`config.mk`:
```
export PLATFORM = sky130hd
export DESIGN_NAME = map_arbiter
export DESIGN_NICKNAME = d
export VERILOG_FILES = /design/src/rtl/tank_pkg.sv /design/src/rtl/rr_arbiter.sv /design/src/rtl/map_arbiter.sv
export SDC_FILE = /design/constraint.sdc
export NUM_CORES = 2
export LEC_CHECK = 0
export CORE_MARGIN = 2
export CORE_UTILIZATION = 45
export CTS_CLUSTER_SIZE = 12
export DETAILED_ROUTE_END_ITERATION = 16
export GPL_ROUTABILITY_DRIVEN = 0
export PLACE_DENSITY = 0.7
export SLEW_MARGIN = 20
export SYNTH_ARGS = -nofsm -noshare
export SYNTH_HDL_FRONTEND = slang
export SYNTH_SLANG_ARGS = --single-unit
```
`constraint.sdc`:
```
create_clock -name Clk -period 4.7 [get_ports Clk]
set_clock_uncertainty 0.1 [all_clocks]
set_input_delay 1.41 -clock Clk [delete_from_list [all_inputs] [get_ports Clk]]
set_output_delay 1.41 -clock Clk [all_outputs]
set_load 0.02 [all_outputs]
```
`src/rtl/tank_pkg.sv`:
```
// tank_pkg: shared tile codes, map geometry, default layout and arbiter FSM states.
// Contents:
//   tile_t       3-bit tile code (codes 5..7 are never stored)
//   MAP_W/MAP_H  playfield size in tiles; MAP_SIZE = MAP_W*MAP_H
//   DEFAULT_MAP  layout reloaded into the map on reset, row-major
//   state_t      map_arbiter FSM state encoding
package tank_pkg;

    typedef enum logic [2:0] {
        EMPTY  = 3'd0,
        BORDER = 3'd1,
        WALL   = 3'd2,
        BASE1  = 3'd3,
        BASE2  = 3'd4
    } tile_t;

    localparam int MAP_W    = 20;
    localparam int MAP_H    = 15;
    localparam int MAP_SIZE = MAP_W * MAP_H;

    typedef logic [0:0] state_t;
    localparam state_t ST_IDLE = 1'b0;
    localparam state_t ST_BUSY = 1'b1;

    // Short aliases keep the layout table readable as a 20-column grid.
    localparam tile_t TE = EMPTY;
    localparam tile_t TB = BORDER;
    localparam tile_t TW = WALL;
    localparam tile_t T1 = BASE1;
    localparam tile_t T2 = BASE2;

    // P2 base sits at the top (index 29), P1 base at the bottom (index 269),
    // each shielded by destructible walls.
    localparam tile_t DEFAULT_MAP [MAP_SIZE] = '{
        TB, TB, TB, TB, TB, TB, TB, TB, TB, TB, TB, TB, TB, TB, TB, TB, TB, TB, TB, TB,
        TB, TE, TE, TE, TE, TE, TE, TE, TW, T2, TW, TE, TE, TE, TE, TE, TE, TE, TE, TB,
        TB, TE, TE, TE, TE, TE, TE, TE, TW, TW, TW, TE, TE, TE, TE, TE, TE, TE, TE, TB,
        TB, TE, TE, TE, TE, TE, TE, TE, TE, TE, TE, TE, TE, TE, TE, TE, TE, TE, TE, TB,
        TB, TE, TE, TW, TE, TE, TE, TE, TE, TE, TE, TE, TE, TE, TE, TE, TW, TE, TE, TB,
        TB, TE, TE, TE, TE, TE, TE, TE, TE, TE, TE, TE, TE, TE, TE, TE, TE, TE, TE, TB,
        TB, TE, TE, TE, TE, TE, TE, TE, TE, TE, TE, TE, TE, TE, TE, TE, TE, TE, TE, TB,
        TB, TE, TE, TE, TW, TW, TW, TE, TE, TE, TE, TE, TE, TW, TW, TW, TE, TE, TE, TB,
        TB, TE, TE, TE, TE, TE, TE, TE, TE, TE, TE, TE, TE, TE, TE, TE, TE, TE, TE, TB,
        TB, TE, TE, TE, TE, TE, TE, TE, TE, TE, TE, TE, TE, TE, TE, TE, TE, TE, TE, TB,
        TB, TE, TE, TW, TE, TE, TE, TE, TE, TE, TE, TE, TE, TE, TE, TE, TW, TE, TE, TB,
        TB, TE, TE, TE, TE, TE, TE, TE, TE, TE, TE, TE, TE, TE, TE, TE, TE, TE, TE, TB,
        TB, TE, TE, TE, TE, TE, TE, TE, TW, TW, TW, TE, TE, TE, TE, TE, TE, TE, TE, TB,
        TB, TE, TE, TE, TE, TE, TE, TE, TW, T1, TW, TE, TE, TE, TE, TE, TE, TE, TE, TB,
        TB, TB, TB, TB, TB, TB, TB, TB, TB, TB, TB, TB, TB, TB, TB, TB, TB, TB, TB, TB
    };

endpackage

```
`src/rtl/rr_arbiter.sv`:
```
// rr_arbiter: combinational round-robin pick of one eligible requester.
// Ports:
//   elig_i  [N]   requesters that may be granted this cycle
//   last_i  [PW]  index of the most recently granted requester
//   gnt_o   [N]   one-hot winner (all zero when nothing is eligible)
module rr_arbiter #(
    parameter int N  = 2,
    parameter int PW = 1
) (
    input  logic [N-1:0]  elig_i,
    input  logic [PW-1:0] last_i,
    output logic [N-1:0]  gnt_o
);

    logic [N-1:0] above;
    logic [N-1:0] hi;
    logic [N-1:0] pick;

    // Prefer the lowest eligible index strictly above last_i; otherwise wrap
    // to the lowest eligible index overall. x & -x isolates the lowest set bit.
    always_comb begin
        above = ~((N'(2) << last_i) - N'(1));
        hi    = elig_i & above;
        pick  = (|hi) ? hi : elig_i;
        gnt_o = pick & (~pick + N'(1));
    end

endmodule

```
`src/rtl/map_arbiter.sv`:
```
// map_arbiter: tile map storage shared by a display read port and round-robin tank RMW port.
// Ports:
//   Clk, Reset       clock, synchronous active-high reset (reloads the default map)
//   req/we/addr/wdata per-requester access request, held stable until ack
//   ack              one-cycle completion pulse for the served requester
//   rdata            tile value before the access, valid while ack is high
//   rej              pulses with ack when a write was refused
//   disp_addr/disp_tile  display read port, one cycle latency, write-first
//   base_hit         sticky {P2 base hit, P1 base hit}
module map_arbiter #(
    parameter int N_REQ = 2,
    parameter int MAP_W = 20,
    parameter int MAP_H = 15
) (
    input  logic                  Clk,
    input  logic                  Reset,
    input  logic [N_REQ-1:0]      req,
    input  logic [N_REQ-1:0]      we,
    input  logic [N_REQ-1:0][8:0] addr,
    input  logic [N_REQ-1:0][2:0] wdata,
    output logic [N_REQ-1:0]      ack,
    output logic [2:0]            rdata,
    output logic                  rej,
    input  logic [8:0]            disp_addr,
    output logic [2:0]            disp_tile,
    output logic [1:0]            base_hit
);

    import tank_pkg::*;

    localparam int SIZE = MAP_W * MAP_H;
    localparam int PW   = (N_REQ > 1) ? $clog2(N_REQ) : 1;

    tile_t            map_q [SIZE];
    state_t           state_q, state_d;
    logic [PW-1:0]    last_q, last_d, win_idx;
    logic [8:0]       addr_q, addr_d;
    logic             we_q, we_d;
    logic [2:0]       wdata_q, wdata_d;
    logic [N_REQ-1:0] ack_q, ack_d, elig, gnt;
    logic [2:0]       rdata_q, rdata_d;
    logic             rej_q, rej_d;
    logic [1:0]       base_hit_q, base_hit_d;
    tile_t            disp_q, old_tile;
    logic             in_range, wr_ok, wr_rej, wr_en;
    logic [1:0]       wr_hit;

    // A requester being acked this cycle sits out one arbitration round.
    assign elig = req & ~ack_q;

    rr_arbiter #(.N(N_REQ), .PW(PW)) u_rr (
        .elig_i(elig),
        .last_i(last_q),
        .gnt_o (gnt)
    );

    always_comb begin
        win_idx = '0;
        for (int i = 0; i < N_REQ; i++) if (gnt[i]) win_idx = PW'(i);
    end

    // Out-of-range addresses behave like solid border.
    assign in_range = int'(addr_q) < SIZE;
    assign old_tile = in_range ? map_q[addr_q] : BORDER;

    always_comb begin
        wr_ok  = 1'b0;
        wr_rej = 1'b0;
        wr_hit = 2'b00;
        if (!in_range || old_tile == BORDER) wr_rej = 1'b1;
        else if (old_tile == BASE1 || old_tile == BASE2) begin
            // Clearing a base marks it destroyed but leaves the tile in place.
            wr_rej = wdata_q != 3'd0;
            wr_hit = (wdata_q == 3'd0) ? {old_tile == BASE2, old_tile == BASE1} : 2'b00;
        end else if ((old_tile == EMPTY || old_tile == WALL) && (wdata_q == 3'd0 || wdata_q == 3'd2))
            wr_ok = 1'b1;
        else wr_rej = 1'b1;
    end

    // last_q doubles as the index of the requester currently being served.
    always_comb begin
        state_d    = state_q;
        last_d     = last_q;
        addr_d     = addr_q;
        we_d       = we_q;
        wdata_d    = wdata_q;
        ack_d      = '0;
        rdata_d    = rdata_q;
        rej_d      = 1'b0;
        base_hit_d = base_hit_q;
        wr_en      = 1'b0;
        if (state_q == ST_IDLE) begin
            if (|elig) begin
                state_d = ST_BUSY;
                last_d  = win_idx;
                addr_d  = addr[win_idx];
                we_d    = we[win_idx];
                wdata_d = wdata[win_idx];
            end
        end else begin
            state_d    = ST_IDLE;
            ack_d      = N_REQ'(1) << last_q;
            rdata_d    = old_tile;
            rej_d      = we_q & wr_rej;
            base_hit_d = base_hit_q | (we_q ? wr_hit : 2'b00);
            wr_en      = we_q & wr_ok;
        end
    end

    always_ff @(posedge Clk) begin
        if (Reset) begin
            map_q      <= DEFAULT_MAP;
            state_q    <= ST_IDLE;
            last_q     <= PW'(N_REQ - 1);
            addr_q     <= '0;
            we_q       <= 1'b0;
            wdata_q    <= '0;
            ack_q      <= '0;
            rdata_q    <= '0;
            rej_q      <= 1'b0;
            base_hit_q <= '0;
            disp_q     <= EMPTY;
        end else begin
            if (wr_en) map_q[addr_q] <= tile_t'(wdata_q);
            disp_q     <= (int'(disp_addr) < SIZE) ? map_q[disp_addr] : BORDER;
            state_q    <= state_d;
            last_q     <= last_d;
            addr_q     <= addr_d;
            we_q       <= we_d;
            wdata_q    <= wdata_d;
            ack_q      <= ack_d;
            rdata_q    <= rdata_d;
            rej_q      <= rej_d;
            base_hit_q <= base_hit_d;
        end
    end

    assign ack       = ack_q;
    assign rdata     = rdata_q;
    assign rej       = rej_q;
    assign disp_tile = disp_q;
    assign base_hit  = base_hit_q;

endmodule

```
### Word level (Yosys, flattened, before mapping)

Index checks and enable logic that the tools add are counted.
W data, S select, Z words.

| operators by class | value |
|---|---|
| bitwise operators | 13 |
| equal/unequal tests | 5 |
| reductions and logical operators | 16 |
| mux-type cells | 31 |
| add/subtract/negate cells | 2 |
| $lt $le $gt $ge | 6 |
| shifts and indexed selects | 2 |

Operators by type and width:

| cell | count |
|---|---|
| $bwmux W900 | 1 |
| $bmux W3 S9 | 2 |
| $demux W3 S9 | 1 |
| $mux W3 | 8 |
| $ge A10 B10 Y1 const B | 2 |
| $not A9 Y10 | 2 |
| $lt A9 B9 Y1 const B | 2 |
| $mux W9 | 2 |
| $mux W1 | 12 |
| $lt A10 B1 Y1 const B | 1 |
| $mux W2 | 5 |
| $reduce_or A2 Y1 | 5 |
| $eq A3 B2 Y1 const B | 3 |
| $and A2 B2 Y2 | 3 |
| $logic_not A3 Y1 | 2 |
| $not A2 Y2 | 3 |
| $logic_or A1 B1 Y1 | 4 |
| $eq A3 B1 Y1 const B | 1 |
| $eq A3 B3 Y1 const B | 1 |
| $reduce_bool A3 Y1 | 1 |
| $add A2 B1 Y2 const B | 1 |
| $and A1 B1 Y1 | 2 |
| $logic_and A1 B1 Y1 | 2 |
| $lt A1 B2 Y1 const B | 1 |
| other kinds (7) | 8 |

| word-level totals | value |
|---|---|
| output and inout bits | 11 |
| logic and storage cells | 386 |
| bits of input ports | 39 |
| flip-flop bits (word level) | 926 |

### Longest topological paths before layout

| depth | value |
|---|---|
| depth in word-level cells | 13 |
| gate-level depth with buffers | 17 |

### Cells and area by module

From an unflattened synthesis, not the netlist that was laid out.

| second synthesis, totals | value |
|---|---|
| cells, all modules | 4031 |
| area total of the unflattened synthesis | 44041.0 µm² |

By module, submodules not included:

| module | instances | area each (µm²) | cells an instance |
|---|---|---|---|
| map_arbiter | 1 | 44022.2 | 4028 |
| rr_arbiter | 1 | 18.8 | 3 |

### Least setup slack after synthesis

Ideal clock, no wire load.

| timing path | value |
|---|---|
| path type | input to register |
| from | input port disp_addr[0] |
| to | register disp_q[1] (netlist: disp_tile[1]) |
| stages on the path | 9 |
| slack | -149 ps |
| required time | 4483 ps |
| data arrival time | 4632 ps |
| cell sequence | clkbuf_1 > buf_1 > buf_1 > mux4_2 > mux4_2 > mux4_2 > a22oi_1 > nand3_1 > a22o_1 |

| on the way | value |
|---|---|
| longest elaborated chain between the ends | 4 |
| elaborated cells on any way between the ends | 7 |

RTL lines:

| item | RTL line | RTL |
|---|---|---|
| from (decl) | map_arbiter.sv:24 | `input logic [8:0] disp_addr,` |
| $not A9 Y10 (implied by the code) | map_arbiter.sv:125 | `disp_q <= (int'(disp_addr) < SIZE) ? map_q[disp_addr] : BORDER;` |
| $bmux W3 S9 | map_arbiter.sv:125 |  |
| $mux W3 (implied by the code) (2 in series) | map_arbiter.sv:125 |  |
| to (signal assigned) | map_arbiter.sv:125 |  |
| to (decl) | map_arbiter.sv:44 | `tile_t disp_q, old_tile;` |

Several ways; a longest one is shown, not always the timed one. The select of a mux whose other input is x is not followed.
A chain may end at the register's enable or synchronous reset.

### Worst setup path in the final report

| timing path | value |
|---|---|
| from | register addr_q[1] |
| to | register map_q[271] (netlist bit) |

| on the way | value |
|---|---|
| longest elaborated chain between the ends | 13 |
| elaborated cells on any way between the ends | 27 |

RTL lines:

| item | RTL line | RTL |
|---|---|---|
| from (decl) | map_arbiter.sv:37 | `logic [8:0] addr_q, addr_d;` |
| from (signal assigned) | map_arbiter.sv:128 | `addr_q <= addr_d;` |
| $not A9 Y10 (implied by the code) | map_arbiter.sv:64, map_arbiter.sv:124 |  |
| $bmux W3 S9 | map_arbiter.sv:64 | `assign old_tile = in_range ? map_q[addr_q] : BORDER;` |
| $mux W3 (implied by the code) (2 in series) | map_arbiter.sv:64 |  |
| $mux W3 | map_arbiter.sv:64 |  |
| $eq A3 B2 Y1 or $logic_not A3 Y1 (tied branches) | map_arbiter.sv:75 | `end else if ((old_tile == EMPTY \|\| old_tile == WALL) && (wdata_q == 3'd0 \|\| wdata_q == 3'd2))` |
| $logic_or A1 B1 Y1 | map_arbiter.sv:75 |  |
| $logic_and A1 B1 Y1 | map_arbiter.sv:75 |  |
| $mux W1 | map_arbiter.sv:75 |  |
| $mux W1 | map_arbiter.sv:71 | `else if (old_tile == BASE1 \|\| old_tile == BASE2) begin` |
| $mux W1 | map_arbiter.sv:70 | `if (!in_range \|\| old_tile == BORDER) wr_rej = 1'b1;` |
| $and A1 B1 Y1 | map_arbiter.sv:106 | `wr_en = we_q & wr_ok;` |
| $mux W1 | map_arbiter.sv:92 | `if (state_q == ST_IDLE) begin` |
| to (signal, indexed assignment) | map_arbiter.sv:124 | `if (wr_en) map_q[addr_q] <= tile_t'(wdata_q);` |
| to (decl) | map_arbiter.sv:34 | `tile_t map_q [SIZE];` |

Several ways; a longest one is shown, not always the timed one. The select of a mux whose other input is x is not followed.

==> results.py <==
metrics = {
    "outcome": {
        "status": "completed",
    },
    "clocking": {
        "path_clk_slew_ns": 0.06,
        "worst_skew_pair.late_latency_ns": 0.68,
        "cts_root_buf": "clkbuf_16",
        "cts_tree": "built",
        "cts_max_path_buffers": 3,
        "htreeDepth": 3,
        "postCtsSetupBuffers": 0,
        "cts_buffers": 96,
        "clock-sinks": 926,
    },
    "place": {
        "port_buffers": 49,
        "dp_slack_ns": 0.105,
        "dp_hpwl_um": 84700,
        "dpl_cell_area_mm2": 0.0468,
        "placed_cells": 5134,
    },
    "floorplanning": {
        "initial_utilization_pct": 45.5,
        "die-area_mm2": 0.100,
        "die_y_um": 317,
        "io_pins": 50,
        "num_rows": 114,
        "core_mm2": 0.0969,
        "die_x_um": 317,
    },
    "global_route": {
        "grt_usage_pct": 26.1,
        "grtUsageMet3_pct": 6.01,
        "overflow": 0,
        "top_usage_layer": "met2",
        "use_met1_pct": 35.8,
        "grt_pass1_wl_um": 204000,
        "antenna_found_initial": 1,
        "grt.met2_usage_pct": 39.1,
        "grt_pass1_vias": 33500,
        "grt_max_degree": 244,
    },
    "final_layout": {
        "diodes": 0,
        "final_area_mm2": 0.0498,
        "drive_above_1_share_pct": 23.2,
        "num-nets-final": 3995,
        "final_cells": 5296,
        "multiInputGateArea_mm2": 0.0238,
        "final-seq-area_mm2": 0.0186,
        "fin_util_pct": 51.4,
        "area.growth.synth_to_final_pct": 13.1,
        "num-fill-cells": 8227,
    },
    "yosys": {
        "synth_area_leaders": "dfxtp_1 (42%), mux4_2 (25%), nor2b_1 (7.8%)",
        "syn_area_mm2": 0.0440,
        "syn_inst": 3989,
        "synth_top_cell_by_area": "dfxtp_1",
        "yosys_warnings": 0,
        "yosysSeqAreaShare_pct": 42.1,
        "synth.distinct_cells": 65,
        "syn_area_per_cell_um2": 11.0,
        "synth_seq_cells": 926,
        "synth_top_area_share_pct": 42.1,
        "synthesis.nets": 4028,
        "async_flop_share_pct": 0,
        "synth_edf_count": 0,
        "synth_top_flop_cell": "dfxtp_1",
    },
    "critical_path": {
        "cp.depth": 12,
        "cp-endpoint": "map_q[271]$_SDFFE_PP0P_",
        "slowest_delay_ns": 0.82,
        "r2r_start": "addr_q[1]$_SDFFE_PP0P_",
        "slowest_stage": "dfxtp_4",
        "reg2reg_depth": 12,
        "cp_common_cell": "buf_12",
        "crit_buf_inv": 3,
        "arrival_ns": 5.03,
        "path_cells": "mux4_2, a22oi_1, nand4_1, a32oi_1, o2111ai_1, or3_1, buf_4, nor4_4, buf_12, buf_12, nand3_1, a21oi_1",
        "crit_fanout": 36,
        "r2r_end": "map_q[271]$_SDFFE_PP0P_",
        "crit_family": "compound AO/OA/AOI/OAI gates",
        "critPathLaunch": "addr_q[1]$_SDFFE_PP0P_",
        "r2r_slack_ns": 0.16,
        "crit_type": "register to register",
        "cp-start-kind": "register",
        "end_kind": "register",
        "crit_required_ns": 5.19,
    },
    "sta": {
        "hold_slack_ns": 0.359,
        "relSlewSlack_pct": 15.9,
        "finalHoldViolCount": 0,
        "setup_viol": 0,
        "grt_setup_unrepaired": "no",
        "setup_ws_ns": 0.160,
        "worst_pin_slew_ns": 1.25,
        "period_share_pct": 96.6,
        "setup_tns_ns": 0,
        "period_needed_ns": 4.54,
        "max_freq_mhz": 220,
        "final_max_slew_viol_count": 0,
    },
    "pwr": {
        "total_power_mw": 17.8,
        "p_per_area_mw_per_mm2": 358,
        "ir_drop_mv": 0.260,
        "p_leak_nw": 16.6,
    },
    "routing": {
        "drt_wl_total_um": 132000,
        "num_vias": 34000,
        "postRouteAntennaNets": 0,
        "wl_per_cell_um": 24.9,
        "drc": 0,
        "via_per_inst": 6.42,
        "drt_iter0_markers": 4532,
        "drt-pass1-iter-count": 9,
    },
    "hold_path": {
        "hp-class": "register to register",
    },
    "job": {
        "maxCapViolations": 0,
    },
}
sequential cells by signal, summed over array words and instances, names as in the netlist:
name and count:
map_q 900, addr_q 9, disp_tile 3, rdata 3, wdata_q 3, ack 2, base_hit 2, last_q 1
rej 1, state_q 1, we_q 1
routing by layer:
layer  vias to the layer above  routed length, µm
met4                         0               6900
li1                      14800                  -
met1                     16700              52400
met3                       433              14900
met5                         -                  0
met2                      2031              57400
cell families after synthesis:
logic type / Yosys count / share of synthesized area, %
simple gates: 1293 / 16.3
buf+inv: 407 / 3.94
mux: 598 / 27.4
compound gates: 765 / 10.3
flops: 926 / 42.1
synth_stat cells, drive strengths merged, types with 11 or more instances:
cell / count
a211oi: 22
a21boi: 13
a21oi: 286
a221o: 12
a22oi: 52
a31oi: 17
and2: 21
and3: 12
buf: 120
clkbuf: 274
dfxtp: 926
inv: 12
mux2i: 111
mux4: 484
nand2: 128
nand3: 302
nand4: 32
nor2: 115
nor2b: 547
nor3: 23
o21ai: 234
o22ai: 11
o31ai: 55
or2: 69
cell type report:
type                       instances  share of cell area, %
clock buffer                     140                   5.44
clock inverter                    22                  0.563
inverter                          13                 0.0980
multi-input combinational       2656                   47.8
sequential                       926                   37.3
tap                             1276                   3.21
timing repair buffer             263                   5.63
how the worst min path moves through the flow:
stage	start	to	slack, ns	cells after the start
after floorplan	last_q$_SDFFE_PP1P_	ack[0]$_SDFF_PP0_	0.32	1
after global placement	map_q[420]$_SDFFE_PP1P_	map_q[420]$_SDFFE_PP1P_	0.34	1
after detailed placement	map_q[777]$_SDFFE_PP1P_	map_q[777]$_SDFFE_PP1P_	0.35	1
after CTS	last_q$_SDFFE_PP1P_	ack[0]$_SDFF_PP0_	0.36	1
after global routing	map_q[360]$_SDFFE_PP1P_	map_q[360]$_SDFFE_PP1P_	0.38	1
final	last_q$_SDFFE_PP1P_	ack[0]$_SDFF_PP0_	0.36	1
what timing repair did:
item                                    4_1_cts  5_1_grt
endpoints found under the setup margin        0       15
hold buffers                                  0        0
hold endpoints to repair                      0        0
gates resized for setup                       0        2
where the power goes:
part | switching (mW) | total [mW] | leakage (nW) | internal (mW)
clock | 3.19 | 7.44 | 1.47 | 4.25
sequential | 0.103 | 7.97 | 7.47 | 7.87
combinational | 1.55 | 2.40 | 7.69 | 0.844
layout by cell type, fill, tap and decap left out, drive strengths merged, types with 6 or more instances in the layout:
cell type	count
dfxtp	926
nor2b	547
mux4	484
nand3	302
a21oi	286
o21ai	234
buf	219
clkbuf	140
nand2	128
nor2	115
mux2i	111
or2	69
o31ai	55
a22oi	52
clkdlybuf4s50	44
nand4	32
nor3	23
a211oi	22
and2	21
inv	18
a31oi	17
a21boi	13
and3	12
a221o	12
clkinv	12
o22ai	11
nor3b	9
o21a	8
nor4	8
nand2b	6
o211ai	6
o311ai	6
No activity file was read; power rests on OpenSTA's default activity.
